--- src/rtl/fifo_pkg.sv ---
// Shared helpers for the FIFO family (sync and async variants).
//   clog2       : ceiling log2 of a positive integer
//   ptr_width   : pointer width for a given depth (address bits + wrap bit)
//   FIFO_MODE_* : read-mode selector values for the FWFT parameter
package fifo_pkg;

  localparam int FIFO_MODE_STD  = 0;
  localparam int FIFO_MODE_FWFT = 1;

  function automatic int clog2(input int n);
    int r;
    r = 0;
    while ((1 << r) < n) r++;
    return r;
  endfunction

  // One extra bit beyond the address so full and empty can be told apart.
  function automatic int ptr_width(input int depth);
    return clog2(depth) + 1;
  endfunction

endpackage

--- src/rtl/fifo_ram.sv ---
// DEPTH x DWIDTH register array: synchronous write, asynchronous read.
// The array is deliberately not reset.
//   clk    : clock
//   we     : write enable
//   waddr  : write address
//   wdata  : write data
//   raddr  : read address
//   rdata  : read data (combinational from raddr)
module fifo_ram #(
  parameter int DWIDTH = 32,
  parameter int DEPTH  = 16,
  parameter int AW     = 4
) (
  input  logic              clk,
  input  logic              we,
  input  logic [AW-1:0]     waddr,
  input  logic [DWIDTH-1:0] wdata,
  input  logic [AW-1:0]     raddr,
  output logic [DWIDTH-1:0] rdata
);

  logic [DWIDTH-1:0] mem [DEPTH];

  always_ff @(posedge clk) begin
    if (we) mem[waddr] <= wdata;
  end

  assign rdata = mem[raddr];

endmodule

--- src/rtl/fwft_sync_fifo.sv ---
// Single-clock FIFO with selectable first-word-fall-through or standard read mode.
//   clk, rst      : clock, asynchronous active-high reset
//   flush         : synchronous clear of contents (wins over read/write)
//   din, write    : write data and request; full/almost_full report space
//   overflow      : one-cycle pulse after a write refused because the FIFO was full
//   read          : pop request
//   dout/dout_vld : FWFT=1 head word, valid == !empty; FWFT=0 registered word,
//                   valid for one cycle after each accepted pop
//   empty/almost_empty, count : occupancy
//   underflow     : one-cycle pulse after a read refused because the FIFO was empty
//
// Handshake: write is a request qualified by !full (or a same-cycle accepted pop);
// read is a request qualified by !empty. A refused request is dropped, not held,
// and is reported on overflow/underflow the cycle after the edge it was seen at.
module fwft_sync_fifo
  import fifo_pkg::*;
#(
  parameter int DWIDTH      = 32,
  parameter int DEPTH       = 16,
  parameter int AMOST_FULL  = 4,
  parameter int AMOST_EMPTY = 4,
  parameter int FWFT        = 1
) (
  input  logic                    clk,
  input  logic                    rst,
  input  logic                    flush,
  input  logic [DWIDTH-1:0]       din,
  input  logic                    write,
  output logic                    full,
  output logic                    almost_full,
  output logic                    overflow,
  input  logic                    read,
  output logic [DWIDTH-1:0]       dout,
  output logic                    dout_vld,
  output logic                    empty,
  output logic                    almost_empty,
  output logic                    underflow,
  output logic [clog2(DEPTH):0]   count
);

  localparam int AW = clog2(DEPTH);
  localparam int PW = ptr_width(DEPTH);
  localparam logic [PW-1:0] AF_LVL = PW'(DEPTH - AMOST_FULL);
  localparam logic [PW-1:0] AE_LVL = PW'(AMOST_EMPTY);

  logic [PW-1:0]     wr_ptr, rd_ptr;
  logic              wr_en, rd_en;
  logic              overflow_q, underflow_q;
  logic [DWIDTH-1:0] rd_data;

  // Flags decode from registered pointers only.
  assign empty        = (wr_ptr == rd_ptr);
  assign full         = (wr_ptr[AW] != rd_ptr[AW]) && (wr_ptr[AW-1:0] == rd_ptr[AW-1:0]);
  assign count        = wr_ptr - rd_ptr;
  assign almost_full  = (count >= AF_LVL);
  assign almost_empty = (count <= AE_LVL);

  // A pop in the same cycle frees the slot a full FIFO needs for the write.
  assign rd_en = read & ~empty & ~flush;
  assign wr_en = write & (~full | rd_en) & ~flush;

  always_ff @(posedge clk or posedge rst) begin
    if (rst) begin
      wr_ptr      <= '0;
      rd_ptr      <= '0;
      overflow_q  <= 1'b0;
      underflow_q <= 1'b0;
    end else begin
      overflow_q  <= write & full & ~rd_en & ~flush;
      underflow_q <= read & empty & ~flush;
      if (flush) begin
        wr_ptr <= '0;
        rd_ptr <= '0;
      end else begin
        if (wr_en) wr_ptr <= wr_ptr + PW'(1);
        if (rd_en) rd_ptr <= rd_ptr + PW'(1);
      end
    end
  end

  assign overflow  = overflow_q;
  assign underflow = underflow_q;

  fifo_ram #(.DWIDTH(DWIDTH), .DEPTH(DEPTH), .AW(AW)) u_ram (
    .clk   (clk),
    .we    (wr_en),
    .waddr (wr_ptr[AW-1:0]),
    .wdata (din),
    .raddr (rd_ptr[AW-1:0]),
    .rdata (rd_data)
  );

  generate
    if (FWFT == FIFO_MODE_FWFT) begin : g_fwft
      assign dout     = rd_data;
      assign dout_vld = ~empty;
    end else begin : g_std
      logic [DWIDTH-1:0] dout_q;
      logic              vld_q;
      // rd_en is already low during flush, so flush also clears vld_q.
      always_ff @(posedge clk or posedge rst) begin
        if (rst) begin
          dout_q <= '0;
          vld_q  <= 1'b0;
        end else begin
          vld_q <= rd_en;
          if (rd_en) dout_q <= rd_data;
        end
      end
      assign dout     = dout_q;
      assign dout_vld = vld_q;
    end
  endgenerate

endmodule

--- config.mk ---
export PLATFORM = sky130hd
export DESIGN_NAME = fwft_sync_fifo
export DESIGN_NICKNAME = d
export VERILOG_FILES = /design/src/rtl/fifo_pkg.sv /design/src/rtl/fifo_ram.sv /design/src/rtl/fwft_sync_fifo.sv
export SDC_FILE = /design/constraint.sdc
export NUM_CORES = 1
export LEC_CHECK = 0
export CAP_MARGIN = 20
export CORE_AREA = 2 2 230 232
export DETAILED_ROUTE_END_ITERATION = 10
export DIE_AREA = 0 0 232 234
export PLACE_DENSITY_LB_ADDON = 0.15
export SLEW_MARGIN = 20
export SYNTH_ARGS = -nofsm -noshare
export SYNTH_HDL_FRONTEND = slang
export SYNTH_SLANG_ARGS = --single-unit
--- constraint.sdc ---
create_clock -name clk -period 9.8 [get_ports clk]
set_input_delay 1.96 -clock clk [delete_from_list [all_inputs] [get_ports clk]]
set_output_delay 1.96 -clock clk [all_outputs]
set_load 0.01 [all_outputs]
Yosys cells after proc, flatten, opt, wreduce, memory -nomap -nowiden
Memory sizes are Yosys's and may differ from the RTL's.
Index checks and enable logic that the tools add are counted.
{"block": "op_classes", "n_addsub": 3, "n_lt_le_gt_ge": 2, "eq_ne": 3, "muxes": 6, "bitwise": 14, "n_reduce_logical": 3}
{"op": "$mux 5", "count": 4}
{"op": "$add 5x1->5 const B", "count": 2}
{"op": "$and 1x1->1", "count": 9}
{"op": "$eq 5x5->1", "count": 1}
{"op": "$ge 5x4->1 const B", "count": 1}
{"op": "$le 5x3->1 const B", "count": 1}
{"op": "$sub 5x5->5", "count": 1}
{"op": "$eq 4x4->1", "count": 1}
{"op": "$not 1->1", "count": 4}
{"op": "$reduce_bool 2->1", "count": 2}
{"op": "$mux 1", "count": 2}
{"op": "$logic_and 1x1->1", "count": 1}
{"op": "$ne 1x1->1", "count": 1}
{"op": "$or 1x1->1", "count": 1}
{"block": "word_totals", "regBits": 12, "ram_bits": 512, "inputBits": 37, "out_inout_bits": 44, "elab_cells": 36, "n_memories": 1}
{"name": "u_ram.mem", "words": 16, "width": 32, "read_ports": 1, "rd_ports_with_merged_regs": 0, "wr": 1, "line_no": "fifo_ram.sv:22", "source": "logic [DWIDTH-1:0] mem [DEPTH];"}

Logic depth before layout (Yosys ltp)
Gate-level depths: netlist of the first run.
{"block": "depth", "ltp_word": 9, "ltp_mapped": 9, "depth_no_buf": 7}

Hierarchy
From an unflattened synthesis of the first run, not the netlist that was laid out.
{"block": "unflattened", "hier_cells": 893, "hier_area_um2": 20031.7}
{"mod": "fifo_ram", "instances": 1, "cells_each": 806, "area_per_inst_um2": 19213.4, "seq_area_each_um2": 15374.7}
{"mod": "fwft_sync_fifo", "instances": 1, "cells_each": 87, "area_per_inst_um2": 818.3, "seq_area_each_um2": 300.3}

Least setup slack after synthesis of the first run
No wires, ideal clock.
{"block": "synth_timing", "path_type": "input -> register", "start": "input port flush", "end": "memory u_ram.mem[0][0] (enable)", "setup_ps": 461, "t_arrival_ps": 4702, "required_time_ps": 9339, "setup_slack_ps": 4637, "cell_stages": 4, "path_buffers": 0, "cell_sequence": "nand2b_1 -> a31oi_1 -> nand2_1 -> nor3_1"}
{"block": "synth_via", "elab_chain_cells": 7}
{"element": "start: declaration", "line_no": "fwft_sync_fifo.sv:26", "source": "input logic flush,"}
{"element": "$not 1->1 *", "line_no": "fwft_sync_fifo.sv:59, fwft_sync_fifo.sv:60"}
{"element": "$and 1x1->1", "line_no": "fwft_sync_fifo.sv:59", "source": "assign rd_en = read & ~empty & ~flush;"}
{"element": "$or 1x1->1", "line_no": "fwft_sync_fifo.sv:60", "source": "assign wr_en = write & (~full | rd_en) & ~flush;"}
{"element": "$and 1x1->1", "line_no": "fwft_sync_fifo.sv:60"}
{"element": "$and 1x1->1 *", "line_no": "fwft_sync_fifo.sv:60"}
{"element": "$mux 1 *", "line_no": "fifo_ram.sv:25", "source": "if (we) mem[waddr] <= wdata;"}
{"element": "$mux 1 (not written as such) *", "line_no": "fifo_ram.sv:25"}
{"element": "end: declaration", "line_no": "fifo_ram.sv:22"}
Every way passes the cells marked *; elsewhere a longest branch is shown, timed or not.

Final worst setup path of the first run
{"block": "layout_timing", "start": "register rd_ptr[0]", "end": "output port dout[19]"}
{"block": "layout_via", "elab_chain_cells": 1}
{"element": "start: declaration", "line_no": "fwft_sync_fifo.sv:46", "source": "logic [PW-1:0] wr_ptr, rd_ptr;"}
{"element": "start signal: assignment", "line_no": "fwft_sync_fifo.sv:76", "source": "if (rd_en) rd_ptr <= rd_ptr + PW'(1);"}
{"element": "$mem_v2 16x32"}
{"element": "end: declaration", "line_no": "fwft_sync_fifo.sv:33", "source": "output logic [DWIDTH-1:0] dout,"}
Every way passes these cells.

==> metrics.txt, run 1 <==
# TYPE chip_impl_metric gauge
chip_impl_info{name="clock_tree_from_tritoncts",value="yes"} 1
chip_impl_metric{name="instances_no_fill",unit=""} 1739
chip_impl_metric{name="dp_slack",unit="ns"} 4.51
chip_impl_metric{name="hold_buffers",unit=""} 0
chip_impl_info{name="run_status",value="finished clean"} 1
chip_impl_metric{name="synth_edf_count",unit=""} 512
chip_impl_metric{name="initial_core_util",unit="%"} 38.6
chip_impl_metric{name="via_count_of_the_first_global_routing_pass",unit=""} 9857
chip_impl_metric{name="drt-total-wl",unit="mm"} 44.8
chip_impl_info{name="cp_max_stage_cell",value="dfrtp_4"} 1
chip_impl_metric{name="post-route-period-util",unit="%"} 58.9
chip_impl_metric{name="vias",unit=""} 9216
chip_impl_metric{name="critPathArrivalTime",unit="ns"} 3.81
chip_impl_info{name="critPathTopFamily",value="buffers and inverters"} 1
chip_impl_metric{name="power-per-cell-area",unit="nW/um^2"} 215
chip_impl_metric{name="grt_start_max_net_pins",unit=""} 93
chip_impl_metric{name="vdd.ir_drop.worst",unit="mV"} 0.122
chip_impl_metric{name="syn-num-nets",unit=""} 946
chip_impl_metric{name="maxSlewViolCount",unit=""} 0
chip_impl_metric{name="worst_ep_required_time",unit="ns"} 7.84
chip_impl_metric{name="area_delta_synth_final",unit="%"} 16.8
chip_impl_metric{name="synthDominantCellAreaShare",unit="%"} 76.6
chip_impl_info{name="path_class",value="reg2out"} 1
chip_impl_metric{name="pin_count",unit=""} 81
chip_impl_info{name="setup_repair_after_global_routing_missed_its_margin",value="false"} 1
chip_impl_metric{name="cell_row_count",unit=""} 84
chip_impl_info{name="synth.top_cells.by_area",value="edfxtp_1 (77%), mux4_2 (14%), a22oi_1 (2.4%)"} 1
chip_impl_metric{name="antenna-diode-count",unit=""} 0
chip_impl_metric{name="groute.usage.overall",unit="%"} 16.9
chip_impl_metric{name="place.detailed.instances",unit=""} 1644
chip_impl_metric{name="cts-buffers-inserted",unit=""} 54
chip_impl_metric{name="nets",unit=""} 1059
chip_impl_metric{name="grt_first_pass_wirelength",unit="mm"} 65.9
chip_impl_info{name="cts_root_buf",value="clkbuf_16"} 1
chip_impl_metric{name="clock_tree.htree_level_count",unit=""} 2
chip_impl_metric{name="clock-skew-final",unit="ns"} 0.0107
chip_impl_metric{name="syn_avg_cell_area",unit="um^2"} 22.3
chip_impl_info{name="worst_setup_path_end_kind",value="output port"} 1
chip_impl_metric{name="final_antenna_net_count",unit=""} 0
chip_impl_metric{name="grt-ovfl-total",unit=""} 0
chip_impl_metric{name="place.detailed.hpwl",unit="mm"} 22.0
chip_impl_metric{name="die_area",unit="um^2"} 54300
chip_impl_metric{name="setup-tns-final",unit="ns"} 0
chip_impl_metric{name="slowest_delay",unit="ns"} 1.00
chip_impl_info{name="setup.worst_path.start_class",value="register"} 1
chip_impl_metric{name="fraction_of_final_layout_cells_with_drive_strength_greater_than_1",unit="%"} 23.7
chip_impl_metric{name="ys_types",unit=""} 40
chip_impl_metric{name="syn_inst",unit=""} 899
chip_impl_metric{name="final_util",unit="%"} 45.1
chip_impl_metric{name="post_synth_instance_area",unit="um^2"} 20100
chip_impl_metric{name="p_leak",unit="nW"} 7.18
chip_impl_metric{name="yosys_warnings",unit=""} 0
chip_impl_metric{name="async_set_or_reset_register_ratio_after_synthesis",unit="%"} 2.29
chip_impl_metric{name="fp.coreArea",unit="um^2"} 52000
chip_impl_metric{name="finalCriticalPeriod",unit="ns"} 5.77
chip_impl_metric{name="seq_cells_post_synth",unit=""} 524
chip_impl_metric{name="crit_path_max_fanout",unit=""} 92
chip_impl_info{name="library_cell_with_the_largest_summed_area_after_synthesis",value="edfxtp_1"} 1
chip_impl_metric{name="routabilityCongestion",unit=""} 0.735
chip_impl_metric{name="drv_cap",unit=""} 0
chip_impl_metric{name="numPortBuffers",unit=""} 80
chip_impl_metric{name="setup_viol",unit=""} 0
chip_impl_info{name="hold_class",value="reg2reg"} 1
chip_impl_metric{name="timing.hold.ws",unit="ns"} 0.675
chip_impl_metric{name="clk_latency",unit="ns"} 0.59
chip_impl_metric{name="maxClockFrequency",unit="MHz"} 173
chip_impl_info{name="yosys_most_used_dff",value="edfxtp_1"} 1
chip_impl_metric{name="drt-wirelength-per-cell",unit="um"} 25.7
chip_impl_metric{name="drt_first_iter_violations",unit=""} 766
chip_impl_metric{name="clk_pin_slew",unit="ns"} 0.06
chip_impl_metric{name="final.setup.worst_slack",unit="ns"} 4.03
chip_impl_metric{name="yosysSeqAreaShare",unit="%"} 78.1
chip_impl_metric{name="tightest_slew",unit="ns"} 0.977
chip_impl_metric{name="cts_repair_resize_count",unit=""} 0
chip_impl_metric{name="die_width",unit="um"} 232
chip_impl_metric{name="ctsLongestPathBuffers",unit=""} 3
chip_impl_metric{name="cts.repair_timing.setup_buffer_count",unit=""} 0
chip_impl_metric{name="max_slew_margin",unit="%"} 34.9
chip_impl_metric{name="grt_antenna_before_repair",unit=""} 0
chip_impl_metric{name="clock_net_sink_count",unit=""} 524
chip_impl_metric{name="die_h",unit="um"} 234
chip_impl_info{name="timing.critical_path.cells",value="buf_12, mux4_2, a22oi_1, nand2_1, clkdlybuf4s50_1"} 1
chip_impl_metric{name="drcViolationCount",unit=""} 0
chip_impl_metric{name="via_per_inst",unit=""} 5.30
chip_impl_metric{name="hold_viol",unit=""} 0
chip_impl_metric{name="worst-path-buf-inv",unit=""} 2
chip_impl_metric{name="first_pass_iters",unit=""} 4
-- layout by cell type, fill, tap and decap left out, types with 3 or more instances in the layout --
cell	netlist	layout
a21oi_1	4	4
a22oi_1	64	64
buf_4	7	22
bufinv_16	0	3
clkbuf_1	23	13
clkbuf_16	0	55
clkdlybuf4s50_1	0	80
clkinv_1	0	11
clkinv_2	0	9
dfrtp_1	12	10
edfxtp_1	512	512
ha_1	9	9
inv_1	12	12
mux4_2	128	128
nand2_1	39	39
nand2b_1	3	3
nand3_1	3	3
nor2_1	25	10
nor2_4	0	15
nor3_2	0	4
o21ai_0	4	4
xnor2_1	3	3
xor2_1	4	4
-- cells in the mapped netlist (2+ instances only) --
cell      instances
edfxtp_1        512
mux4_2          128
a22oi_1          64
nand2_1          39
nor2_1           25
clkbuf_1         23
dfrtp_1          12
inv_1            12
ha_1              9
buf_2             8
buf_4             7
nor3_1            6
buf_6             5
a21oi_1           4
o21ai_0           4
xor2_1            4
buf_1             3
nand2b_1          3
nand3_1           3
xnor2_1           3
a31oi_1           2
nand4_1           2
nor2b_1           2
o21a_1            2
or3_1             2
-- final cells by class --
type | count | area, um^2
multi-input combinational | 317 | 4250
fill | 4402 | 28600
inverter | 12 | 45.0
tap | 688 | 861
clock buffer | 68 | 1430
timing repair buffer | 103 | 986
sequential | 524 | 15700
clock inverter | 27 | 209
-- where the power goes --
group | switching [mW] | internal [mW] | leakage [nW]
logic | 0.271 | 0.338 | 1.61
registers | 0.0375 | 2.48 | 4.77
clock network | 0.811 | 1.10 | 0.797
-- routing by layer --
layer | GRT usage [%] | wire length [um]
met5 | 0 | 0
met4 | 4.65 | 736
met3 | 2.55 | 1840
met2 | 28.3 | 22000
met1 | 23.3 | 20100
-- worst reg2reg max path: stages, from the launching register on --
cell and delay (ns):
dfrtp_4 1.00, ha_1 0.40, and4_1 0.24, a31oi_1 0.35, nand2_1 0.32, nor2_4 0.65
buf_4 0.51
-- stage by stage --
step	power [mW]	cell area (um^2)
after floorplan	2.98	20100
after global placement	3.19	21800
after detailed placement	3.19	21800
after CTS	5.11	23500
after global routing	5.24	23500
final	5.04	23500
-- flip-flops by register name (all words and copies together), names as in the netlist --
name       cells
overflow       1
underflow      1
rd_ptr         5
u_ram.mem    512
wr_ptr         5
-- final timing paths --
kind | startpoint | endpoint | slack, ns | cells past startpoint
worst max-delay path | rd_ptr[0] | dout[19] | 4.03 | 5
worst min-delay path | wr_ptr[4] | wr_ptr[4] | 0.67 | 2
worst max register to register | rd_ptr[0] | u_ram.mem[14][21] | 5.96 | 6
worst min register to register | wr_ptr[4] | wr_ptr[4] | 0.67 | 2
max in group asynchronous | rst | rd_ptr[1] | 7.74 | 2
min in group asynchronous | rst | underflow | 1.70 | 2
-- logic make-up after synthesis --
family,count (synthesis),share of synthesized area [%]
and+or+nand+nor,86,1.84
muxes,129,14.4
buffers and inverters,58,1.45
xor gates and xnor gates,9,0.467
adders and majority gates,10,0.661
DFF,524,78.1
AOI/OAI and AO/OA,83,3.10
No activity file was read; power rests on OpenSTA's default activity.
==> run 2, diff against run 1 <==
clock period = 5.43 ns   (was 9.8 ns; I/O delays follow)
==> metrics.txt, run 2 (same netlist as run 1, synthesis figures left out) <==
# TYPE chip_impl_metric gauge
chip_impl_metric{name="timing.hold.ws",unit="ns"} 0.663
chip_impl_info{name="run_status",value="finished clean"} 1
chip_impl_info{name="timing.critical_path.cells",value="inv_1, ha_1, nor2b_1, o21a_1, o21a_1, o32ai_1, clkdlybuf4s50_1"} 1
chip_impl_metric{name="finalCriticalPeriod",unit="ns"} 4.37
chip_impl_info{name="cp_max_stage_cell",value="dfrtp_4"} 1
chip_impl_metric{name="worst-r2r-cell-count",unit=""} 7
chip_impl_metric{name="vias",unit=""} 9331
chip_impl_metric{name="place.detailed.hpwl",unit="mm"} 24.5
chip_impl_metric{name="area_delta_synth_final",unit="%"} 17.5
chip_impl_info{name="setup_repair_after_global_routing_missed_its_margin",value="false"} 1
chip_impl_metric{name="largest_register_ffs",unit=""} 512
chip_impl_info{name="r2r_start",value="rd_ptr[1]"} 1
chip_impl_metric{name="slowest_delay",unit="ns"} 0.88
chip_impl_metric{name="tightest_slew",unit="ns"} 0.909
chip_impl_metric{name="nets",unit=""} 1067
chip_impl_metric{name="maxSlewViolCount",unit=""} 0
chip_impl_metric{name="clock_net_sink_count",unit=""} 524
chip_impl_metric{name="die_h",unit="um"} 234
chip_impl_metric{name="drt-wirelength-per-cell",unit="um"} 25.4
chip_impl_metric{name="worst-path-buf-inv",unit=""} 2
chip_impl_metric{name="setup-tns-final",unit="ns"} 0
chip_impl_info{name="final_cell_mix",value="edfxtp_1 (512), mux4_2 (128), clkdlybuf4s50_1 (80), a22oi_1 (64), clkbuf_16 (54)"} 1
chip_impl_metric{name="critPathArrivalTime",unit="ns"} 3.29
chip_impl_metric{name="vdd.ir_drop.worst",unit="mV"} 0.199
chip_impl_info{name="clock_tree_from_tritoncts",value="yes"} 1
chip_impl_info{name="setup.worst_path.start_class",value="register"} 1
chip_impl_info{name="critPathTopFamily",value="flip-flops"} 1
chip_impl_info{name="max_flop_register",value="u_ram.mem"} 1
chip_impl_metric{name="cts_repair_resize_count",unit=""} 0
chip_impl_metric{name="clock-skew-final",unit="ns"} 0.0102
chip_impl_metric{name="die_area",unit="um^2"} 54300
chip_impl_metric{name="clock_tree.htree_level_count",unit=""} 2
chip_impl_metric{name="routabilityCongestion",unit=""} 0.720
chip_impl_metric{name="power-per-cell-area",unit="nW/um^2"} 385
chip_impl_info{name="r2r_end",value="u_ram.mem[4][1]"} 1
chip_impl_metric{name="pin_count",unit=""} 81
chip_impl_metric{name="cell_row_count",unit=""} 84
chip_impl_metric{name="hold_depth",unit=""} 2
chip_impl_info{name="biggestRegsByFlops",value="u_ram.mem (512), rd_ptr (5), wr_ptr (5)"} 1
chip_impl_metric{name="numPortBuffers",unit=""} 80
chip_impl_metric{name="antenna-diode-count",unit=""} 0
chip_impl_metric{name="ctsLongestPathBuffers",unit=""} 3
chip_impl_metric{name="final_antenna_net_count",unit=""} 0
chip_impl_metric{name="drt_first_iter_violations",unit=""} 707
chip_impl_metric{name="post-route-period-util",unit="%"} 80.5
chip_impl_metric{name="hold_viol",unit=""} 0
chip_impl_info{name="endpoint_of_the_worst_hold_path",value="wr_ptr[4]"} 1
chip_impl_metric{name="hold_buffers",unit=""} 0
chip_impl_metric{name="maxClockFrequency",unit="MHz"} 229
chip_impl_metric{name="worst_ep_required_time",unit="ns"} 4.34
chip_impl_metric{name="drcViolationCount",unit=""} 0
chip_impl_metric{name="initial_core_util",unit="%"} 38.6
chip_impl_metric{name="grt-ovfl-total",unit=""} 0
chip_impl_metric{name="drt-total-wl",unit="mm"} 44.3
chip_impl_metric{name="die_width",unit="um"} 232
chip_impl_metric{name="via_count_of_the_first_global_routing_pass",unit=""} 9998
chip_impl_metric{name="p_leak",unit="nW"} 7.23
chip_impl_metric{name="setup_viol",unit=""} 0
chip_impl_info{name="timing.hold.worst.start",value="wr_ptr[4]"} 1
chip_impl_metric{name="via_per_inst",unit=""} 5.34
chip_impl_metric{name="clk_pin_slew",unit="ns"} 0.06
chip_impl_info{name="worst_setup_path_end_kind",value="output port"} 1
chip_impl_metric{name="fp.coreArea",unit="um^2"} 52000
chip_impl_metric{name="clk_latency",unit="ns"} 0.60
chip_impl_metric{name="grt_first_pass_wirelength",unit="mm"} 66.3
chip_impl_metric{name="crit_path_max_fanout",unit=""} 40
chip_impl_info{name="path_class",value="reg2out"} 1
chip_impl_metric{name="grt_antenna_before_repair",unit=""} 0
chip_impl_metric{name="grt_start_max_net_pins",unit=""} 41
chip_impl_info{name="critPathMostFrequentCell",value="o21a_1"} 1
chip_impl_metric{name="setup.reg_to_reg.worst_slack",unit="ns"} 1.99
chip_impl_info{name="hold_class",value="reg2reg"} 1
chip_impl_info{name="layout.cells.most_common",value="edfxtp_1"} 1
chip_impl_metric{name="cts-buffers-inserted",unit=""} 54
chip_impl_metric{name="groute.usage.overall",unit="%"} 16.8
chip_impl_metric{name="cts.repair_timing.setup_buffer_count",unit=""} 0
chip_impl_info{name="cts_root_buf",value="clkbuf_16"} 1
chip_impl_metric{name="fraction_of_final_layout_cells_with_drive_strength_greater_than_1",unit="%"} 24.4
chip_impl_metric{name="max_slew_margin",unit="%"} 39.2
chip_impl_metric{name="drv_cap",unit=""} 0
chip_impl_metric{name="first_pass_iters",unit=""} 4
run 2: changes by cell type in the layout (fill, tap and decap cells not counted), moves of 2 or more:
cell,previous run,this run
clkbuf_1,13,16
clkbuf_8,0,3
buf_12,1,8
clkinv_1,11,7
bufinv_16,3,1
run 2: cell type report:
cell class                      count  area [um^2]
Clock buffer                       73         1450
Multi-Input combinational cell    317         4250
Clock inverter                     22          150
Timing Repair Buffer              111         1150
Inverter                           12         45.0
Tap cell                          688          861
Sequential cell                   524        15700
Fill cell                        4416        28400
run 2: worst register-to-register path: stages (launching register included):
cell	delay [ns]
dfrtp_4	0.88
inv_1	0.10
ha_1	0.34
and4_1	0.21
a31oi_1	0.34
nand2_1	0.31
nor2_4	0.40
buf_4	0.49
run 2: worst max-delay path by stage:
stage / from / to / slack [ns] / cells past startpoint
floorplan: rd_ptr[1] / u_ram.mem[0][0] / 0.91 / 9
global placement: flush / u_ram.mem[4][3] / 1.47 / 6
detailed placement: flush / u_ram.mem[4][6] / 1.48 / 6
CTS: rd_ptr[1] / almost_full / 0.95 / 7
global route: rd_ptr[1] / almost_empty / 0.83 / 7
finish: rd_ptr[1] / almost_full / 1.06 / 7
run 2: per-stage QoR:
step | instances | area [um^2] | power [mW] | util, % | worst slack, ns
finish | 1747 | 23600 | 9.09 | 45.3 | 1.06
global route | 1747 | 23600 | 9.45 | 45.3 | 0.827
CTS | 1747 | 23600 | 9.22 | 45.3 | 0.950
detailed placement | 1652 | 22000 | 5.80 | 42.3 | 1.48
global placement | 1651 | 22000 | 5.80 | 42.2 | 1.47
floorplan | 899 | 20100 | 5.37 | - | 0.914
run 2: layer usage:
metal  GRT usage, %  vias up  share of wire [%]
met1           22.6     5040                 44
met3           2.85       60                3.9
met4           4.99        0                2.0
met2           28.2      198                 50
li1               -     4033                  -
met5              0        -                  0
run 2: report_power, final:
group          switching (mW)  total, mW  leakage, nW  internal, mW
registers              0.0538       4.53         4.77          4.48
logic                   0.523       1.15         1.68         0.631
clock network            1.49       3.40        0.782          1.91
==> run 3, diff against run 2 <==
clock period = 4 ns   (was 5.43 ns; I/O delays follow)
==> metrics.txt, run 3 (same netlist as run 1, synthesis figures left out) <==
# TYPE chip_impl_metric gauge
chip_impl_metric{name="area_delta_synth_final",unit="%"} 18.4
chip_impl_metric{name="grt_start_max_net_pins",unit=""} 68
chip_impl_metric{name="groute.usage.overall",unit="%"} 16.4
chip_impl_metric{name="met1_length",unit="mm"} 19.9
chip_impl_metric{name="setup.reg_to_reg.worst_slack",unit="ns"} 0.85
chip_impl_metric{name="clock_tree.htree_level_count",unit=""} 2
chip_impl_info{name="hold_class",value="in2async"} 1
chip_impl_metric{name="ctsLongestPathBuffers",unit=""} 3
chip_impl_info{name="critPathTopFamily",value="flip-flops"} 1
chip_impl_metric{name="via_count_of_the_first_global_routing_pass",unit=""} 10000
chip_impl_info{name="timing.critical_path.cells",value="ha_1, nor2b_1, o21ai_0, and3_1, o221a_2, clkdlybuf4s50_1"} 1
chip_impl_metric{name="design_power_total",unit="mW"} 12.5
chip_impl_metric{name="fin_area",unit="um^2"} 23800
chip_impl_metric{name="vias",unit=""} 9335
chip_impl_metric{name="worst_ep_required_time",unit="ns"} 3.20
chip_impl_metric{name="post-route-period-util",unit="%"} 95.8
chip_impl_info{name="path_class",value="reg2out"} 1
chip_impl_metric{name="drv_cap",unit=""} 0
chip_impl_metric{name="place.detailed.hpwl",unit="mm"} 24.0
chip_impl_metric{name="hold_viol",unit=""} 0
chip_impl_metric{name="die_h",unit="um"} 234
chip_impl_metric{name="first_pass_iters",unit=""} 5
chip_impl_info{name="worst_setup_path_end_kind",value="output port"} 1
chip_impl_metric{name="setup-tns-final",unit="ns"} 0
chip_impl_metric{name="crit_path_max_fanout",unit=""} 11
chip_impl_metric{name="cts.repair_timing.setup_buffer_count",unit=""} 0
chip_impl_metric{name="finalCriticalPeriod",unit="ns"} 3.83
chip_impl_metric{name="clk_latency",unit="ns"} 0.59
chip_impl_info{name="setup.worst_path.start_class",value="register"} 1
chip_impl_info{name="run_status",value="finished clean"} 1
chip_impl_metric{name="drt-total-wl",unit="mm"} 43.3
chip_impl_metric{name="grt_first_pass_wirelength",unit="mm"} 65.1
chip_impl_metric{name="cts-buffers-inserted",unit=""} 54
chip_impl_metric{name="clock_net_sink_count",unit=""} 524
chip_impl_metric{name="largest_register_ffs",unit=""} 512
chip_impl_info{name="cp_max_stage_cell",value="dfrtp_1"} 1
chip_impl_metric{name="via_per_inst",unit=""} 5.32
chip_impl_metric{name="critPathArrivalTime",unit="ns"} 3.03
chip_impl_metric{name="drcViolationCount",unit=""} 0
chip_impl_metric{name="slowest_delay",unit="ns"} 0.76
chip_impl_metric{name="final_util",unit="%"} 45.7
chip_impl_metric{name="vdd.ir_drop.worst",unit="mV"} 0.288
chip_impl_metric{name="setup_viol",unit=""} 0
chip_impl_info{name="cts_root_buf",value="clkbuf_16"} 1
chip_impl_metric{name="detailroute.wirelength.met2",unit="mm"} 20.7
chip_impl_metric{name="cell_row_count",unit=""} 84
chip_impl_metric{name="pin_count",unit=""} 81
chip_impl_metric{name="drt_first_iter_violations",unit=""} 733
chip_impl_metric{name="die_area",unit="um^2"} 54300
chip_impl_metric{name="final_antenna_net_count",unit=""} 0
chip_impl_metric{name="grt_antenna_before_repair",unit=""} 1
chip_impl_metric{name="die_width",unit="um"} 232
chip_impl_info{name="biggestRegsByFlops",value="u_ram.mem (512), rd_ptr (5), wr_ptr (5)"} 1
chip_impl_metric{name="hold_buffers",unit=""} 0
chip_impl_metric{name="initial_core_util",unit="%"} 38.6
chip_impl_metric{name="antenna-diode-count",unit=""} 0
chip_impl_metric{name="tightest_slew",unit="ns"} 0.656
chip_impl_metric{name="maxClockFrequency",unit="MHz"} 261
chip_impl_metric{name="power-per-cell-area",unit="nW/um^2"} 525
chip_impl_metric{name="met3_wl",unit="mm"} 1.82
chip_impl_metric{name="clk_pin_slew",unit="ns"} 0.06
chip_impl_info{name="clock_tree_from_tritoncts",value="yes"} 1
chip_impl_metric{name="numPortBuffers",unit=""} 80
chip_impl_info{name="setup_repair_after_global_routing_missed_its_margin",value="false"} 1
chip_impl_metric{name="grt-ovfl-total",unit=""} 0
chip_impl_metric{name="fraction_of_final_layout_cells_with_drive_strength_greater_than_1",unit="%"} 24.4
chip_impl_metric{name="fp.coreArea",unit="um^2"} 52000
chip_impl_metric{name="max_slew_margin",unit="%"} 56.3
chip_impl_metric{name="drt-wirelength-per-cell",unit="um"} 24.7
chip_impl_metric{name="clock-skew-final",unit="ns"} 0.00762
chip_impl_metric{name="nets",unit=""} 1078
chip_impl_info{name="layout.cells.most_common",value="edfxtp_1"} 1
chip_impl_metric{name="p_leak",unit="nW"} 7.29
chip_impl_metric{name="maxSlewViolCount",unit=""} 0
chip_impl_metric{name="worst-path-buf-inv",unit=""} 1
chip_impl_info{name="top_signal_layer_used",value="met5"} 1
chip_impl_metric{name="routabilityCongestion",unit=""} 0.711
chip_impl_info{name="final_cell_mix",value="edfxtp_1 (512), mux4_2 (128), clkdlybuf4s50_1 (80), a22oi_1 (64), clkbuf_16 (55)"} 1
chip_impl_info{name="max_flop_register",value="u_ram.mem"} 1
chip_impl_metric{name="dpl-instance-area",unit="um^2"} 22100
chip_impl_metric{name="timing.hold.ws",unit="ns"} 0.529
-- run 3: changes by cell type in the layout (fill, tap and decap cells not counted), moves of 2 or more --
cell / delta
buf_4: +7
clkinv_2: -6
buf_12: +5
clkinv_1: +4
nor3_2: -4
nor3_4: +4
bufinv_16: +3
clkbuf_8: -3
clkinvlp_4: -2
-- run 3: path summary, 6_finish.rpt --
kind / cells past startpoint / start / endpoint
worst max-delay path: 6 / wr_ptr[2] / almost_empty
worst min-delay path: 2 / rst / underflow
worst max register to register: 6 / wr_ptr[2] / u_ram.mem[10][16]
worst min register to register: 2 / wr_ptr[4] / wr_ptr[4]
max in group asynchronous: 2 / rst / rd_ptr[0]
min in group clk: 2 / wr_ptr[4] / wr_ptr[4]
-- run 3: stage by stage --
stage                     std cells  setup slack [ns]
final                          1754             0.167
after global routing           1754            0.0113
after CTS                      1754            0.0950
after detailed placement       1663             0.574
after global placement         1663             0.577
after floorplan                 899             0.339
-- run 3: power breakdown --
group	leakage, nW	total, mW	switching [mW]	internal (mW)
clock network	0.788	4.73	1.98	2.75
registers	4.77	6.10	0.0253	6.08
logic	1.73	1.64	0.753	0.889
-- run 3: worst register-to-register path, stage by stage (launching register included) --
cell and delay [ns]:
dfrtp_1 0.76, ha_1 0.41, and4_1 0.25, a31oi_1 0.42
nand2_1 0.36, nor2_4 0.19, buf_4 0.41
-- run 3: routing by layer --
| layer | up-vias | GRT usage [%] |
|---|---|---|
| li1 | 4053 | - |
| met2 | 164 | 26.6 |
| met1 | 5042 | 23.0 |
| met5 | - | 0 |
| met4 | 2 | 4.09 |
| met3 | 74 | 3.11 |
-- run 3: cell type report --
cell class / instances / area (um^2)
Sequential cell: 524 / 15700
Fill cell: 4371 / 28300
Timing Repair Buffer: 122 / 1280
Tap cell: 688 / 861
Clock inverter: 19 / 185
Multi-Input combinational cell: 317 / 4270
Clock buffer: 72 / 1440
Inverter: 12 / 45.0
-- run 3: what timing repair did --
| item | in CTS | in global routing |
|---|---|---|
| hold endpoints to repair | 0 | 0 |
| resized for setup | 0 | 0 |
| setup endpoints to repair | 0 | 1 |
